**src/rtl/store_buffer_lsu_if.sv**
```systemverilog
// Bundle of signals between store_buffer_lsu and its environment.
// The environment is the CPU request side plus the data memory.
// slave  : the LSU itself.
// master : the pipeline and memory that drive it.
interface store_buffer_lsu_if #(
   parameter int ADDR_W = 32,
   parameter int DATA_W = 32,
   parameter int CNT_W  = 3
);
   logic              req_valid;
   logic              req_ready;
   logic              req_rw;
   logic [ADDR_W-1:0] req_addr;
   logic [DATA_W-1:0] req_wdata;
   logic              rsp_valid;
   logic [DATA_W-1:0] rsp_data;
   logic              mem_en;
   logic              mem_rw;
   logic [ADDR_W-1:0] mem_addr;
   logic [DATA_W-1:0] mem_wdata;
   logic [DATA_W-1:0] mem_rdata;
   logic              mem_ready;
   logic [CNT_W-1:0]  count;

   modport slave (
      input  req_valid, req_rw, req_addr, req_wdata, mem_rdata, mem_ready,
      output req_ready, rsp_valid, rsp_data, mem_en, mem_rw, mem_addr, mem_wdata, count
   );

   modport master (
      output req_valid, req_rw, req_addr, req_wdata, mem_rdata, mem_ready,
      input  req_ready, rsp_valid, rsp_data, mem_en, mem_rw, mem_addr, mem_wdata, count
   );
endinterface

```
**src/rtl/store_buffer_lsu.sv**
```systemverilog
// Load/store front-end. Stores are queued in a DEPTH-entry FIFO and
// drained in order into data memory. Loads are issued as reads and their
// data is returned to writeback.
// Optional feature macro: LOAD_FORWARD_EN. When it is defined, loads may be
// accepted while stores are buffered. A load that hits a buffered store
// returns the youngest matching data. A load that misses reads memory ahead
// of the buffered stores.
//
// state    | meaning
// ---------+---------------------------------------------------------
// IDLE     | no read in flight (a load may be held waiting for mem_ready)
// LD_WAIT  | read issued, counting down MEM_RD_LAT to the capture cycle
// LD_RSP   | rsp_valid pulse with captured or forwarded data
module store_buffer_lsu #(
   parameter int DEPTH      = 4,
   parameter int ADDR_W     = 32,
   parameter int DATA_W     = 32,
   parameter int MEM_RD_LAT = 1
) (
   input  logic             clk,
   input  logic             rst,
   store_buffer_lsu_if.slave bus
);
   localparam int PTR_W = $clog2(DEPTH);
   localparam int CNT_W = PTR_W + 1;
   localparam int LAT_W = $clog2(MEM_RD_LAT + 1);

   typedef enum logic [1:0] {S_IDLE, S_LD_WAIT, S_LD_RSP} state_t;

   state_t            r_state, w_next_state;
   logic [ADDR_W-1:0] r_fifo_addr [DEPTH];
   logic [DATA_W-1:0] r_fifo_data [DEPTH];
   logic [PTR_W-1:0]  r_head, r_tail;
   logic [CNT_W-1:0]  r_count;
   logic              r_ld_pend;
   logic [ADDR_W-1:0] r_ld_addr;
   logic [LAT_W-1:0]  r_lat_cnt;
   logic              r_mem_en, r_mem_rw;
   logic [ADDR_W-1:0] r_mem_addr;
   logic [DATA_W-1:0] r_mem_wdata;
   logic [DATA_W-1:0] r_rsp_data;

   logic              w_full, w_ld_ok, w_req_ready;
   logic              w_st_acc, w_ld_acc, w_ld_miss_now;
   logic              w_ld_issue, w_pop, w_rsp_valid;
   logic [ADDR_W-1:0] w_ld_issue_addr;
   logic              w_fwd_hit;

`ifdef LOAD_FORWARD_EN
   logic [DATA_W-1:0] w_fwd_data;

   // Search the buffer oldest to youngest so that the youngest match wins.
   always_comb begin
      w_fwd_hit  = 1'b0;
      w_fwd_data = '0;
      for (int i = 0; i < DEPTH; i++) begin
         if ((CNT_W'(i) < r_count) &&
             (r_fifo_addr[r_head + PTR_W'(i)] == bus.req_addr)) begin
            w_fwd_hit  = 1'b1;
            w_fwd_data = r_fifo_data[r_head + PTR_W'(i)];
         end
      end
   end
`else
   assign w_fwd_hit = 1'b0;
`endif

   // State register.
   always_ff @(posedge clk or posedge rst) begin
      if (rst) r_state <= S_IDLE;
      else     r_state <= w_next_state;
   end

   // Next-state logic: a forwarded hit skips the memory read entirely.
   always_comb begin
      w_next_state = r_state;
      case (r_state)
         S_IDLE: begin
            if (w_ld_acc && w_fwd_hit) w_next_state = S_LD_RSP;
            else if (w_ld_issue)       w_next_state = S_LD_WAIT;
         end
         S_LD_WAIT: if (r_lat_cnt == '0) w_next_state = S_LD_RSP;
         S_LD_RSP:  w_next_state = S_IDLE;
         default:   w_next_state = S_IDLE;
      endcase
   end

   // Handshake and issue arbitration: a pending load read beats a store drain.
   always_comb begin
      w_full = (r_count == CNT_W'(DEPTH));
`ifdef LOAD_FORWARD_EN
      w_ld_ok = (r_state == S_IDLE) && !r_ld_pend;
`else
      w_ld_ok = (r_state == S_IDLE) && !r_ld_pend && (r_count == '0);
`endif
      w_req_ready     = bus.req_rw ? !w_full : w_ld_ok;
      w_st_acc        = bus.req_valid && w_req_ready && bus.req_rw;
      w_ld_acc        = bus.req_valid && w_req_ready && !bus.req_rw;
      w_ld_miss_now   = w_ld_acc && !w_fwd_hit;
      w_ld_issue      = bus.mem_ready && (r_state == S_IDLE) && (r_ld_pend || w_ld_miss_now);
      w_ld_issue_addr = r_ld_pend ? r_ld_addr : bus.req_addr;
      w_pop           = bus.mem_ready && (r_state != S_LD_WAIT) && !w_ld_issue && (r_count != '0);
      w_rsp_valid     = (r_state == S_LD_RSP);
   end

   // Store buffer storage; contents are don't-care until written.
   always_ff @(posedge clk) begin
      if (w_st_acc) begin
         r_fifo_addr[r_tail] <= bus.req_addr;
         r_fifo_data[r_tail] <= bus.req_wdata;
      end
   end

   // Pointers, memory strobe, held load, read latency timer and response data.
   always_ff @(posedge clk or posedge rst) begin
      if (rst) begin
         r_head      <= '0;
         r_tail      <= '0;
         r_count     <= '0;
         r_ld_pend   <= 1'b0;
         r_ld_addr   <= '0;
         r_lat_cnt   <= '0;
         r_mem_en    <= 1'b0;
         r_mem_rw    <= 1'b0;
         r_mem_addr  <= '0;
         r_mem_wdata <= '0;
         r_rsp_data  <= '0;
      end else begin
         r_mem_en <= 1'b0;
         if (w_ld_issue) begin
            r_mem_en   <= 1'b1;
            r_mem_rw   <= 1'b0;
            r_mem_addr <= w_ld_issue_addr;
         end else if (w_pop) begin
            r_mem_en    <= 1'b1;
            r_mem_rw    <= 1'b1;
            r_mem_addr  <= r_fifo_addr[r_head];
            r_mem_wdata <= r_fifo_data[r_head];
            r_head      <= r_head + PTR_W'(1);
         end
         if (w_st_acc) r_tail <= r_tail + PTR_W'(1);
         r_count <= r_count + CNT_W'(w_st_acc) - CNT_W'(w_pop);

         if (w_ld_issue) begin
            r_ld_pend <= 1'b0;
         end else if (w_ld_miss_now) begin
            r_ld_pend <= 1'b1;
            r_ld_addr <= bus.req_addr;
         end

         if (w_ld_issue)
            r_lat_cnt <= LAT_W'(MEM_RD_LAT);
         else if ((r_state == S_LD_WAIT) && (r_lat_cnt != '0))
            r_lat_cnt <= r_lat_cnt - LAT_W'(1);

         if ((r_state == S_LD_WAIT) && (r_lat_cnt == '0))
            r_rsp_data <= bus.mem_rdata;
`ifdef LOAD_FORWARD_EN
         else if (w_ld_acc && w_fwd_hit)
            r_rsp_data <= w_fwd_data;
`endif
      end
   end

   assign bus.req_ready = w_req_ready;
   assign bus.rsp_valid = w_rsp_valid;
   assign bus.rsp_data  = r_rsp_data;
   assign bus.mem_en    = r_mem_en;
   assign bus.mem_rw    = r_mem_rw;
   assign bus.mem_addr  = r_mem_addr;
   assign bus.mem_wdata = r_mem_wdata;
   assign bus.count     = r_count;
endmodule

```
**src/flat_wrapper.sv**
```systemverilog
// flat-port wrapper written by rule: the top's interface ports become plain ports
module store_buffer_lsu_flat 
#(
   parameter int DEPTH      = 4,
   parameter int ADDR_W     = 32,
   parameter int DATA_W     = 32,
   parameter int MEM_RD_LAT = 1
)
  (clk, rst, bus_req_valid, bus_req_rw, bus_req_addr, bus_req_wdata, bus_mem_rdata, bus_mem_ready, bus_req_ready, bus_rsp_valid, bus_rsp_data, bus_mem_en, bus_mem_rw, bus_mem_addr, bus_mem_wdata, bus_count);
  store_buffer_lsu_if #(.ADDR_W(ADDR_W), .DATA_W(DATA_W), .CNT_W(3)) bus_i ();
  input  logic clk;
  input  logic rst;
  input wire logic [$bits(bus_i.req_valid)-1:0] bus_req_valid;
  input wire logic [$bits(bus_i.req_rw)-1:0] bus_req_rw;
  input wire logic [$bits(bus_i.req_addr)-1:0] bus_req_addr;
  input wire logic [$bits(bus_i.req_wdata)-1:0] bus_req_wdata;
  input wire logic [$bits(bus_i.mem_rdata)-1:0] bus_mem_rdata;
  input wire logic [$bits(bus_i.mem_ready)-1:0] bus_mem_ready;
  output wire logic [$bits(bus_i.req_ready)-1:0] bus_req_ready;
  output wire logic [$bits(bus_i.rsp_valid)-1:0] bus_rsp_valid;
  output wire logic [$bits(bus_i.rsp_data)-1:0] bus_rsp_data;
  output wire logic [$bits(bus_i.mem_en)-1:0] bus_mem_en;
  output wire logic [$bits(bus_i.mem_rw)-1:0] bus_mem_rw;
  output wire logic [$bits(bus_i.mem_addr)-1:0] bus_mem_addr;
  output wire logic [$bits(bus_i.mem_wdata)-1:0] bus_mem_wdata;
  output wire logic [$bits(bus_i.count)-1:0] bus_count;
  assign bus_i.req_valid = bus_req_valid;
  assign bus_i.req_rw = bus_req_rw;
  assign bus_i.req_addr = bus_req_addr;
  assign bus_i.req_wdata = bus_req_wdata;
  assign bus_i.mem_rdata = bus_mem_rdata;
  assign bus_i.mem_ready = bus_mem_ready;
  assign bus_req_ready = bus_i.req_ready;
  assign bus_rsp_valid = bus_i.rsp_valid;
  assign bus_rsp_data = bus_i.rsp_data;
  assign bus_mem_en = bus_i.mem_en;
  assign bus_mem_rw = bus_i.mem_rw;
  assign bus_mem_addr = bus_i.mem_addr;
  assign bus_mem_wdata = bus_i.mem_wdata;
  assign bus_count = bus_i.count;
  store_buffer_lsu #(.DEPTH(DEPTH), .ADDR_W(ADDR_W), .DATA_W(DATA_W), .MEM_RD_LAT(MEM_RD_LAT)) u_core (.clk(clk), .rst(rst), .bus(bus_i));
endmodule
```
**config.mk**
```make
export PLATFORM = sky130hd
export DESIGN_NAME = store_buffer_lsu_flat
export DESIGN_NICKNAME = d
export VERILOG_FILES = /design/src/rtl/store_buffer_lsu_if.sv /design/src/rtl/store_buffer_lsu.sv /design/src/flat_wrapper.sv
export SDC_FILE = /design/constraint.sdc
export NUM_CORES = 1
export LEC_CHECK = 0
export BUFFER_PORTS_ARGS = -buffer_cell sky130_fd_sc_hd__buf_4
export CAP_MARGIN = 20
export CORE_MARGIN = 8
export CORE_UTILIZATION = 45
export CTS_CLUSTER_SIZE = 20
export DETAILED_ROUTE_END_ITERATION = 6
export GPL_TIMING_DRIVEN = 0
export PLACE_DENSITY_LB_ADDON = 0.25
export SETUP_SLACK_MARGIN = 0.15
export SLEW_MARGIN = 20
export SYNTH_ARGS = -nofsm -noshare
export SYNTH_HDL_FRONTEND = slang
export SYNTH_SLANG_ARGS = --single-unit
```
**constraint.sdc**
```tcl
create_clock -name clk -period 4.2 [get_ports clk]
set_clock_uncertainty 0.1 [all_clocks]
set_input_delay 0.42 -clock clk [delete_from_list [all_inputs] [get_ports clk]]
set_output_delay 0.42 -clock clk [all_outputs]
set_load 0.02 [all_outputs]
```
==> load_flow_metrics.sql <==
INSERT INTO impl_metrics (metric_group, metric, value, unit) VALUES
('cts', 'clock_latency', '0.52', 'ns'),
('grt', 'grt_pass1_wl', '52000', 'um'),
('pwr', 'peakVddDrop', '0.375', 'mV'),
('floorplan', 'die_h', '200', 'um'),
('cts', 'cts.clk_slew.worst_paths', '0.06', 'ns'),
('worst_setup_path', 'worst_ep_arrival_time', '3.30', 'ns'),
('synthesis', 'yosysWarnings', '0', ''),
('cts', 'tritoncts_num_sinks', '397', ''),
('floorplan', 'core_area', '33400', 'sq um'),
('placement', 'placedInstanceArea', '17500', 'sq um'),
('floorplan', 'i_o_pin_total', '204', ''),
('timing', 'finalCriticalPeriod', '2.99', 'ns'),
('synthesis', 'synth_most_common_cell', 'edfxtp_1', ''),
('synthesis', 'yosys.area_share.xor_xnor', '0.00288', ''),
('synthesis', 'yosys-top-cells-area', 'edfxtp_1, dfrtp_1, mux4_2, mux2_2, mux2i_1', ''),
('drt', 'routed_wirelength', '33900', 'um'),
('cts', 'tritoncts_clock_tree', 'done', ''),
('worst_setup_path', 'critPathCaptureType', 'flop', ''),
('drt', 'route.detailed.vias_per_inst', '5.20', ''),
('finish', 'finalCoreUtilization', '0.587', ''),
('worst_setup_path', 'largest_fanout_on_the_critical_path', '10', ''),
('floorplan', 'dieWidth', '200', 'um'),
('grt', 'first_global_vias', '9022', ''),
('drt', 'drc_errors', '0', ''),
('drt', 'drt_initial_violations', '480', ''),
('synthesis', 'post_synth_and_or_nand_nor_area_fraction', '0.0194', ''),
('drt', 'route.antenna.remaining_nets', '0', ''),
('synthesis', 'main_combinational_cell_family_by_area_after_synthesis', 'multiplexers', ''),
('grt', 'grt_start_max_net_pins', '42', ''),
('timing', 'min_period_over_period', '0.713', ''),
('floorplan', 'fp-row-count', '67', ''),
('synthesis', 'netlist_instances', '783', ''),
('cts', 'htreeDepth', '2', ''),
('synthesis', 'ys_seq_area_frac', '0.739', ''),
('synthesis', 'synth-edff-count', '256', ''),
('outcome', 'status', 'completed', ''),
('cts', 'tritoncts.num_buffers', '42', ''),
('synthesis', 'avgSynthCellArea', '19.4', 'sq um'),
('cts', 'root_buffer_master', 'clkbuf_16', ''),
('timing', 'unrepaired_setup_endpoints_after_global_routing', 'false', ''),
('timing', 'worst_slew_pin_slew', '0.966', 'ns'),
('pwr', 'cellLeakagePower', '7.53', 'nW'),
('finish', 'finish.instance_area', '19600', 'sq um'),
('synthesis', 'yosysUniqueCellTypes', '34', ''),
('synthesis', 'synth_seq_cells', '397', ''),
('synthesis', 'synth.area.mux_share', '0.188', ''),
('worst_setup_path', 'worst_ep_required_time', '4.50', 'ns'),
('timing', 'timing.max_slew.rel_slack', '0.356', ''),
('cts', 'post_cts.resized_instances', '0', ''),
('floorplan', 'initial_core_util', '0.455', ''),
('timing', 'hold_ws', '0.0161', 'ns'),
('grt', 'grt_use_total', '0.170', ''),
('drt', 'routed_wire_length_per_instance', '21.4', 'um'),
('timing', 'clock.fmax', '334', 'MHz'),
('worst_setup_path', 'kind_of_start_point_of_the_critical_path', 'flop', ''),
('worst_hold_path', 'hp-class', 'primary input to flop', ''),
('cts', 'postCtsSetupBuffers', '0', ''),
('synthesis', 'postSynthNetCount', '890', ''),
('synthesis', 'synth_compound_area_frac', '0.0296', ''),
('pwr', 'power.density', '708', 'nW/um^2'),
('placement', 'detailedPlace.worstSlack', '1.25', 'ns'),
('synthesis', 'synth_top_cell_area_share', '0.506', ''),
('placement', 'port-buffer-count', '203', ''),
('synthesis', 'ys_top_cells_by_count', 'edfxtp_1, dfrtp_1, mux2_2', ''),
('synthesis', 'ys.flop_type', 'edfxtp_1', ''),
('drt', 'num_vias', '8222', ''),
('finish', 'layout-drive-gt1-share', '0.418', ''),
('timing', 'hold_viol', '0', ''),
('finish', 'num-nets-final', '1206', ''),
('cts', 'max-clock-path-buffers', '3', ''),
('timing', 'final_critical_path_setup_slack', '1.21', 'ns');
stage by stage:
step	power, W	cells
after floorplan	0.00838	783
after global placement	0.0100	1434
after detailed placement	0.0101	1443
after CTS	0.0141	1581
after global routing	0.0146	1582
final	0.0139	1582
logic make-up after synthesis:
logic type                 after synthesis
AOI/OAI and AO/OA                       72
adders and majority gates                6
DFF                                    397
and+or+nand+nor                         62
muxes                                  193
xor gates and xnor gates                 5
buffers and inverters                   48
area by class of cell:
| type | count | area [sq um] |
|---|---|---|
| Tap cell | 448 | 561 |
| Multi-Input combinational cell | 338 | 3730 |
| Fill cell | 2617 | 13800 |
| Clock inverter | 21 | 236 |
| Timing Repair Buffer | 272 | 2340 |
| Antenna cell | 1 | 2.50 |
| Sequential cell | 397 | 11200 |
| Clock buffer | 57 | 1240 |
| Inverter | 6 | 26.3 |
| Buffer | 42 | 221 |
final timing paths:
check | from | endpoint | slack (ns) | cells after the start
min reg2reg | u_core.r_lat_cnt | u_core.r_lat_cnt | 0.40 | 1
max in group asynchronous | rst | u_core.r_ld_addr[29] | 2.65 | 6
max | u_core.bus.count[0] | u_core.bus.count[2] | 1.21 | 10
min in group asynchronous | rst | u_core.bus.rsp_data[8] | 0.42 | 3
min | bus_req_addr[21] | u_core.r_fifo_addr[1][21] | 0.02 | 1
max reg2reg | u_core.bus.count[0] | u_core.bus.count[2] | 1.21 | 10
cells in the final DEF (no fill, tap or decap), types with 4 or more instances in the layout:
cell type | netlist | layout
and2_4 | 0 | 4
a21oi_1 | 34 | 34
ha_1 | 5 | 5
buf_16 | 0 | 5
buf_6 | 4 | 4
inv_1 | 6 | 5
a22oi_1 | 32 | 32
clkbuf_16 | 0 | 45
nand2_1 | 37 | 37
clkbuf_8 | 0 | 7
edfxtp_1 | 256 | 256
buf_4 | 3 | 206
dfrtp_1 | 141 | 141
buf_2 | 18 | 18
mux4_2 | 64 | 64
dlygate4sd3_1 | 0 | 60
bufinv_16 | 0 | 5
buf_12 | 0 | 4
clkbuf_1 | 14 | 19
mux2_2 | 97 | 97
nor2_1 | 7 | 7
clkinv_2 | 0 | 8
xnor2_1 | 4 | 4
clkinv_1 | 0 | 4
clkinvlp_4 | 0 | 4
mux2i_1 | 32 | 32
power by group:
group,leakage [nW],switching (W),internal (W)
combinational,2.78,0.00228,0.00215
clock,0.724,0.00148,0.00238
sequential,4.03,0.000434,0.00515
total,7.53,0.00420,0.00968
registers in the layout, summed over array words and instances, names as in the netlist:
name and flops:
u_core.r_lat_cnt 1, u_core.r_fifo_addr 128, u_core.r_tail 2, u_core.r_head 2, u_core.bus.mem_rw 1, u_core.r_fifo_data 128
u_core.bus.mem_en 1, u_core.bus.rsp_data 32, u_core.bus.mem_wdata 32, u_core.bus.mem_addr 32, u_core.bus.count 3, u_core.r_ld_pend 1
u_core.r_state 2, u_core.r_ld_addr 32
timing repair:
item	4_1_cts	5_1_grt
hold buffers	60	0
endpoints found under the setup margin	0	0
hold endpoints to repair	242	0
critical path: stages, from the launching register on:
cell     delay (ns)
dfrtp_1        0.46
or4_1          0.57
o21ai_2        0.34
buf_2          0.34
o21ai_0        0.11
o21ai_0        0.10
ha_1           0.17
inv_1          0.05
fa_1           0.37
xnor2_1        0.15
xnor2_1        0.14
per-layer routing:
| metal | up-vias | share of wire | routed length, um | global-route usage |
|---|---|---|---|---|
| met3 | 54 | 0.055 | 1850 | 0.0301 |
| met4 | 0 | 0.025 | 855 | 0.0501 |
| met1 | 4251 | 0.42 | 14100 | 0.222 |
| met2 | 210 | 0.50 | 17100 | 0.289 |
| li1 | 3707 | - | - | - |
| met5 | - | 0 | 0 | 0 |
Power figures use the tool's default switching activity.
